**src/rtl/mms_pkg.sv**
```systemverilog
// Shared types and constants for the min/max selector frame staging buffer.
// Count encoding tracks how many ping-pong banks hold a complete frame.
package mms_pkg;

  localparam int unsigned DATA_W    = 8;
  localparam int unsigned FRAME_LEN = 4;
  localparam int unsigned IDX_W     = 2;

  typedef logic [DATA_W-1:0] sample_t;

  typedef struct packed {
    sample_t [FRAME_LEN-1:0] data;
    logic                    sel;
  } frame_t;

  typedef enum logic [1:0] {
    EMPTY = 2'd0,
    ONE   = 2'd1,
    FULL  = 2'd2
  } count_e;

endpackage

```
**src/rtl/mms_frame_buf_if.sv**
```systemverilog
// Sample-in and frame-out handshakes of the frame staging buffer.
// master drives samples and consumes frames; slave is the buffer itself.
interface mms_frame_buf_if;
  import mms_pkg::*;

  logic    in_valid;
  sample_t in_data;
  logic    in_select;
  logic    in_ready;
  logic    frame_valid;
  logic    frame_ready;
  sample_t number0;
  sample_t number1;
  sample_t number2;
  sample_t number3;
  logic    select;

  modport master (
    output in_valid, in_data, in_select, frame_ready,
    input  in_ready, frame_valid, number0, number1, number2, number3, select
  );

  modport slave (
    input  in_valid, in_data, in_select, frame_ready,
    output in_ready, frame_valid, number0, number1, number2, number3, select
  );

endinterface

```
**src/rtl/mms_frame_bank.sv**
```systemverilog
// One 4-slot frame bank with per-slot write and a parallel read port.
// The select bit is written only together with slot 0.
module mms_frame_bank
  import mms_pkg::*;
(
  input  logic             clk,
  input  logic             reset,
  input  logic             wr_en,
  input  logic [IDX_W-1:0] wr_idx,
  input  sample_t          wr_data,
  input  logic             wr_sel,
  output frame_t           rd_frame
);

  frame_t frame_q;

  always_ff @(posedge clk or posedge reset) begin
    if (reset) begin
      frame_q <= '0;
    end else if (wr_en) begin
      frame_q.data[wr_idx] <= wr_data;
      if (wr_idx == '0) begin
        frame_q.sel <= wr_sel;
      end
    end
  end

  assign rd_frame = frame_q;

endmodule

```
**src/rtl/mms_frame_buf.sv**
```systemverilog
// Ping-pong frame buffer: packs 4 serial samples per frame and presents
// completed frames in parallel while the other bank keeps filling.
module mms_frame_buf
  import mms_pkg::*;
(
  input  logic            clk,
  input  logic            reset,
  mms_frame_buf_if.slave  bus
);

  logic             wbank_q, wbank_d;
  logic             rbank_q, rbank_d;
  logic [IDX_W-1:0] widx_q, widx_d;
  count_e           count_q, count_d;

  logic   in_ready;
  logic   frame_valid;
  logic   accept;
  logic   complete;
  logic   consume;
  frame_t bank_rd [2];
  frame_t rd_frame;

  // in_ready comes only from registered count, never from frame_ready.
  assign in_ready    = (count_q != FULL);
  assign frame_valid = (count_q != EMPTY);
  assign accept      = bus.in_valid && in_ready;
  assign complete    = accept && (widx_q == IDX_W'(FRAME_LEN - 1));
  assign consume     = frame_valid && bus.frame_ready;

  for (genvar b = 0; b < 2; b++) begin : g_bank
    mms_frame_bank u_bank (
      .clk      (clk),
      .reset    (reset),
      .wr_en    (accept && (wbank_q == 1'(b))),
      .wr_idx   (widx_q),
      .wr_data  (bus.in_data),
      .wr_sel   (bus.in_select),
      .rd_frame (bank_rd[b])
    );
  end

  always_ff @(posedge clk or posedge reset) begin
    if (reset) begin
      wbank_q <= 1'b0;
      rbank_q <= 1'b0;
      widx_q  <= '0;
      count_q <= EMPTY;
    end else begin
      wbank_q <= wbank_d;
      rbank_q <= rbank_d;
      widx_q  <= widx_d;
      count_q <= count_d;
    end
  end

  always_comb begin
    wbank_d = wbank_q;
    rbank_d = rbank_q;
    widx_d  = widx_q;
    count_d = count_q;

    if (accept)   widx_d  = widx_q + 1'b1;
    if (complete) wbank_d = ~wbank_q;
    if (consume)  rbank_d = ~rbank_q;

    unique case (count_q)
      EMPTY: if (complete) count_d = ONE;
      ONE: begin
        if (complete && !consume)      count_d = FULL;
        else if (consume && !complete) count_d = EMPTY;
      end
      FULL:    if (consume) count_d = ONE;
      default: count_d = EMPTY;
    endcase
  end

  assign rd_frame        = bank_rd[rbank_q];
  assign bus.in_ready    = in_ready;
  assign bus.frame_valid = frame_valid;
  assign bus.number0     = rd_frame.data[0];
  assign bus.number1     = rd_frame.data[1];
  assign bus.number2     = rd_frame.data[2];
  assign bus.number3     = rd_frame.data[3];
  assign bus.select      = rd_frame.sel;

endmodule

```
**src/flat_wrapper.sv**
```systemverilog
// flat-port wrapper written by rule: the top's interface ports become plain ports
module mms_frame_buf_flat import mms_pkg::*;
  (clk, reset, bus_in_valid, bus_in_data, bus_in_select, bus_frame_ready, bus_in_ready, bus_frame_valid, bus_number0, bus_number1, bus_number2, bus_number3, bus_select);
  mms_frame_buf_if bus_i ();
  input  logic clk;
  input  logic reset;
  input wire logic [$bits(bus_i.in_valid)-1:0] bus_in_valid;
  input wire logic [$bits(bus_i.in_data)-1:0] bus_in_data;
  input wire logic [$bits(bus_i.in_select)-1:0] bus_in_select;
  input wire logic [$bits(bus_i.frame_ready)-1:0] bus_frame_ready;
  output wire logic [$bits(bus_i.in_ready)-1:0] bus_in_ready;
  output wire logic [$bits(bus_i.frame_valid)-1:0] bus_frame_valid;
  output wire logic [$bits(bus_i.number0)-1:0] bus_number0;
  output wire logic [$bits(bus_i.number1)-1:0] bus_number1;
  output wire logic [$bits(bus_i.number2)-1:0] bus_number2;
  output wire logic [$bits(bus_i.number3)-1:0] bus_number3;
  output wire logic [$bits(bus_i.select)-1:0] bus_select;
  assign bus_i.in_valid = bus_in_valid;
  assign bus_i.in_data = bus_in_data;
  assign bus_i.in_select = bus_in_select;
  assign bus_i.frame_ready = bus_frame_ready;
  assign bus_in_ready = bus_i.in_ready;
  assign bus_frame_valid = bus_i.frame_valid;
  assign bus_number0 = bus_i.number0;
  assign bus_number1 = bus_i.number1;
  assign bus_number2 = bus_i.number2;
  assign bus_number3 = bus_i.number3;
  assign bus_select = bus_i.select;
  mms_frame_buf u_core (.clk(clk), .reset(reset), .bus(bus_i));
endmodule
```
**config.mk**
```make
export PLATFORM = sky130hd
export DESIGN_NAME = mms_frame_buf_flat
export DESIGN_NICKNAME = d
export VERILOG_FILES = /design/src/rtl/mms_pkg.sv /design/src/rtl/mms_frame_buf_if.sv /design/src/rtl/mms_frame_bank.sv /design/src/rtl/mms_frame_buf.sv /design/src/flat_wrapper.sv
export SDC_FILE = /design/constraint.sdc
export NUM_CORES = 1
export LEC_CHECK = 0
export BUFFER_PORTS_ARGS = -buffer_cell sky130_fd_sc_hd__clkbuf_2
export CAP_MARGIN = 20
export CORE_MARGIN = 2
export CORE_UTILIZATION = 47
export DETAILED_ROUTE_END_ITERATION = 7
export GPL_ROUTABILITY_DRIVEN = 0
export GPL_TIMING_DRIVEN = 0
export PLACE_DENSITY_LB_ADDON = 0.3
export SETUP_SLACK_MARGIN = 0.15
export SLEW_MARGIN = 5
export SYNTH_ARGS = -nofsm -noshare
export SYNTH_HDL_FRONTEND = slang
export SYNTH_SLANG_ARGS = --single-unit
```
**constraint.sdc**
```tcl
create_clock -name clk -period 2.7 [get_ports clk]
set_input_delay 0.135 -clock clk [delete_from_list [all_inputs] [get_ports clk]]
set_output_delay 0.135 -clock clk [all_outputs]
set_load 0.01 [all_outputs]
```
---- After elaboration in Yosys (flattened, before gate mapping) ----
Cells that the tools add are included.
Widths: inputs -> output; s select.
storage, ports and cells
  register bits ........................... 72
  output and inout bits ................... 35
  bits of input ports ..................... 13
cells by class
  bitwise gates (word level) .............. 3
  reductions and logical operators ........ 16
  magnitude comparators ................... 3
  eq/ne operators ......................... 7
  $add $sub $neg .......................... 1
  multiplexer cells ....................... 12
operators by type and width
  kind                 count
  $mux 33              3
  $bwmux 32            2
  $demux 8 s2          1
  $logic_and 1x1->1    8
  $mux 2               4
  $mux 8               1
  $pmux 2 s3           1
  $eq 2x2->1 const B   2
  $logic_not 2->1      2
  $ne 2x1->1 const B   2
  $reduce_and 2->1     2
  $lt 2x3->1 const B   1
  $ne 3x1->1 const B   1
  $reduce_and 3->1     1
  $add 2x1->2 const B  1
  $eq 2x1->1 const B   1
  $ge 2x1->1 const B   1
  $ge 2x2->1 const B   1
  $logic_not 1->1      2
  $ne 2x2->1 const B   1
  $not 1->1            2
  $not 1->2            1
  $reduce_bool 2->1    1

---- Depth between registers and ports, before layout ----
  depth after elaboration ................. 8
  mapped depth ............................ 5
  gate-level depth less buffers ........... 4

---- Cells and area by module ----
Synthesis repeated with hierarchy kept, for this count alone.
second synthesis, totals
  cells, all modules ...................... 208
  area, all modules ....................... 3,253.1 um^2
by module, submodules not included
  module          times used  cells an instance  seq. area each (um^2)  area each (um^2)
  mms_frame_bank  2           72                 825.8                  1,257.5
  mms_frame_buf   1           64                 150.1                  738.2

---- Worst setup path after synthesis ----
No wires, ideal clock.
  path kind ............................... register to register
  from .................................... register u_core.wbank_q
  to ...................................... register u_core.g_bank[0].u_bank.frame_q (netlist bit u_core.g_bank[0].u_bank.rd_frame[25])
  required time ........................... 2,575 ps
  library setup time ...................... 125 ps
  data arrival time ....................... 1,318 ps
  stages on the path, launching flop included .. 6
  clock period less this slack ............ 1,442 ps
  path slack .............................. 1,258 ps
  cells stage by stage .................... dfrtp_1 buf_4 nor2b_4 and3_1 buf_4 mux2_2
on the way
  cells in the longest elaborated chain, start to end .. 2
RTL lines
  what                    line                  text
  from (decl)             mms_frame_buf.sv:11   logic wbank_q, wbank_d;
  from (signal assigned)  mms_frame_buf.sv:50   wbank_q <= wbank_d;
  $not 1->1               mms_frame_buf.sv:35   .wr_en (accept && (wbank_q == 1'(b))),
  $logic_and 1x1->1       mms_frame_buf.sv:35
  to (decl)               mms_frame_bank.sv:15  frame_t frame_q;
Every way passes these cells.
A chain may end at the register's enable or synchronous reset.

---- Worst setup path after layout ----
  from .................................... register u_core.rbank_q
  to ...................................... output bus_number2[2]
on the way
  cells in the longest elaborated chain, start to end .. 4
RTL lines
  what                                         line                 text
  from (decl)                                  mms_frame_buf.sv:12  logic rbank_q, rbank_d;
  from (signal assigned)                       mms_frame_buf.sv:51  rbank_q <= rbank_d;
  $not 1->2 (not written as such)              mms_frame_buf.sv:78  assign rd_frame = bank_rd[rbank_q];
  $mux 33 (not written as such) (3 in series)  mms_frame_buf.sv:78
  to (decl)                                    flat_wrapper.sv:15   output wire logic [$bits(bus_i.number2)-1:0] bus_number2;
Every way passes these cells. The select of a mux whose other input is x is not followed.

==> results.json <==
{
  "cp-start-kind": "flop",
  "initial_utilization_pct": 48.31,
  "numPortBuffers": 46,
  "antenna_found_initial": 0,
  "hpwl_um": 4198,
  "postCtsSetupBuffers": 0,
  "setup_slack_ps": 646.2,
  "synth_compound_area_share_pct": 0.5719,
  "wl_per_cell_um": 17.26,
  "diodes": 0,
  "syn_area_per_cell_um2": 15.48,
  "synth_top_family_by_area": "multiplexers",
  "relSlewSlack_pct": 69.95,
  "hold_depth": 2,
  "period_needed_ps": 2054,
  "worstReg2RegStart": "u_core.widx_q[0]$_DFFE_PP0N_",
  "vias": 1874,
  "area_growth_pct": 18.91,
  "die_area_um2": 7667,
  "pre_cts_ws_ps": 983.4,
  "critical_path_class": "reg2out",
  "cts_tree": "done",
  "critPathArrivalTime_ps": 1920,
  "slew_viol_final": 0,
  "grt_pass1_wl_um": 10250,
  "peakVddDrop_mv": 0.6598,
  "syn_inst": 212,
  "fin_crit_sh_pct": 76.07,
  "hold_class": "in2reg",
  "worst_slew_pin_slew_ps": 449.7,
  "grt_max_degree": 63,
  "synth.area.mux_share_pct": 34.62,
  "synthXorXnorAreaFrac_pct": 0.8006,
  "grt_use_met2_pct": 28.31,
  "synth_simple_gate_area_share_pct": 5.528,
  "clock_latency_ps": 340,
  "post-route-util_pct": 57.44,
  "routed_wl_um": 6439,
  "startpoint": "u_core.rbank_q$_DFFE_PP0P_",
  "numCtsBuffers": 9,
  "syn_area_um2": 3282,
  "ys_ff_latch": 72,
  "grt_use_met1_pct": 26.07,
  "placed_area_um2": 3662,
  "track_usage_pct": 18.40,
  "setup_tns_ps": 0,
  "hold_viol": 0,
  "maxCapViolations": 0,
  "rsz0062_at_grt": "no",
  "drcViolationCount": 0,
  "drt_first_iter_violations": 83,
  "ant_nets": 0,
  "clockBufferDepth": 2,
  "viasPerCell": 5.024,
  "end_kind": "output pin",
  "skew_ps": 12.10,
  "timing.fmax_mhz": 486.9,
  "clk_pin_slew_ps": 80,
  "synth_fp_nets": 229,
  "grt_pass1_vias": 1935,
  "p_leak_nw": 1.765,
  "design_area_um2": 3902,
  "die_w_um": 87.56,
  "h-tree-depth": 3,
  "busiest_layer": "met2",
  "synth-seq-area-share_pct": 54.90,
  "cts.sinks": 72,
  "cts-root-buf": "clkbuf_8",
  "drive_above_1_share_pct": 64.98,
  "hold_slack_ps": 43.78,
  "die_y_um": 87.56,
  "ioPinCount": 48,
  "yosysUniqueCellTypes": 25,
  "row_count": 30,
  "fin_nets": 289,
  "coreArea_um2": 6794,
  "powerDensity_nw_per_um2": 1271,
  "overflow": 0,
  "required_ps": 2570,
  "min_from": "bus_in_select",
  "cp_max_fo": 10,
  "yosysWarningCount": 0,
  "reg2reg_depth": 4,
  "met3_usage_pct": 3.205,
  "synthAdderAreaFrac_pct": 1.525,
  "drtPass1Iterations": 4,
  "status": "finished, final reports clean",
  "setup_viol_count_final": 0
}
## repair_timing
item	in CTS	in global routing
resized for setup	0	0
endpoints found under the hold margin	40	0
hold buffers	2	0
## layout make-up
type                       instances  area, µm²
fill                             579       2892
sequential                        72       1802
multi-input combinational        129       1413
timing repair buffer              49      277.8
clock buffer                       9      123.9
tap                               96      120.1
clock inverter                     7      96.34
buffer                             8      56.30
inverter                           3      13.76
## routing by layer
metal / routed length, µm / share of wire [%] / up-vias
met4: 108 / 1.7 / 0
li1: - / - / 885
met5: 0 / 0 / -
met3: 220 / 3.4 / 9
met2: 3001 / 47 / 36
met1: 3109 / 48 / 944
## logic make-up (layout without fill, tap and decap cells)
logic type / after synthesis / after routing
buffers and inverters: 11 / 76
AO/OA/AOI/OAI: 3 / 3
multiplexers: 101 / 101
adder cells (fa/ha/maj): 4 / 4
AND/OR/NAND/NOR: 18 / 18
flip-flops: 72 / 72
XOR/XNOR: 3 / 3
## placed cells by master (no fill, tap or decap)
cell             n
and3_1           1
or2_2            1
nand2_1          4
nand2b_1         1
inv_4            1
nor2b_1          1
o21a_1           1
buf_4            2
dfrtp_1         72
dlygate4sd3_1    2
nand3_1          1
nand3_2          2
a21oi_1          1
clkinv_2         1
mux2_2         100
clkbuf_8         9
clkbuf_1         1
nand4_2          1
nor2b_4          1
clkinvlp_4       3
buf_16           1
bufinv_16        2
clkbuf_2        46
buf_6            2
mux2i_1          1
xnor2_1          3
ha_1             4
nand4b_1         1
nand3_4          1
clkinv_4         1
nand4_4          3
buf_2            3
o22ai_1          1
inv_1            2
## per-stage QoR
step           power, mW  std cells
2_1_floorplan      3.381        212
3_3_place_gp       3.999        354
3_5_place_dp       4.080        355
4_1_cts            5.025        373
5_1_grt            5.285        373
6_report           4.959        373
## sequential cells by signal (all words and copies together), names as in the netlist
register,flops
u_core.rbank_q,1
u_core.count_q,2
u_core.g_bank.u_bank.rd_frame,66
u_core.wbank_q,1
u_core.widx_q,2
## worst paths after layout
kind                            slack [ps]                                               to
worst max-delay path                   650                                   bus_number2[2]
worst min-delay path                    40  u_core.g_bank[0].u_bank.rd_frame[0]$_DFFE_PP0P_
worst max register to register         970  u_core.g_bank[1].u_bank.rd_frame[7]$_DFFE_PP0P_
worst min register to register         510  u_core.g_bank[1].u_bank.rd_frame[1]$_DFFE_PP0P_
max in group asynchronous             1920  u_core.g_bank[0].u_bank.rd_frame[6]$_DFFE_PP0P_
min in group asynchronous              240                    u_core.count_q[0]$_DFFE_PP0P_
## synthesized netlist by cell type
library cell | count | area, µm²
mux2_2 | 100 | 1126
dfrtp_1 | 72 | 1802
ha_1 | 4 | 50.05
nand2_1 | 4 | 15.01
buf_2 | 3 | 15.01
inv_1 | 3 | 11.26
nand4_4 | 3 | 63.81
xnor2_1 | 3 | 26.28
buf_4 | 2 | 15.01
buf_6 | 2 | 22.52
nand3_2 | 2 | 20.02
a21oi_1 | 1 | 5.000
and3_1 | 1 | 6.260
clkbuf_1 | 1 | 3.750
mux2i_1 | 1 | 10.01
nand2b_1 | 1 | 6.260
nand3_1 | 1 | 5.000
nand3_4 | 1 | 17.52
nand4_2 | 1 | 12.51
nand4b_1 | 1 | 8.760
nor2b_1 | 1 | 6.260
nor2b_4 | 1 | 13.76
o21a_1 | 1 | 7.510
o22ai_1 | 1 | 6.260
or2_2 | 1 | 6.260
## critical path, stage by stage (launching register included)
cell	delay, ps
dfrtp_1	320
clkbuf_1	350
buf_2	390
mux2_2	390
clkbuf_2	130
## report_power, final
group          switching, mW  internal, mW  leakage, nW
registers              0.253          1.62        0.866
clock network          0.410         0.520        0.101
logic                  0.968          1.19        0.798
Note: power is estimated with default switching activity, not from simulation.
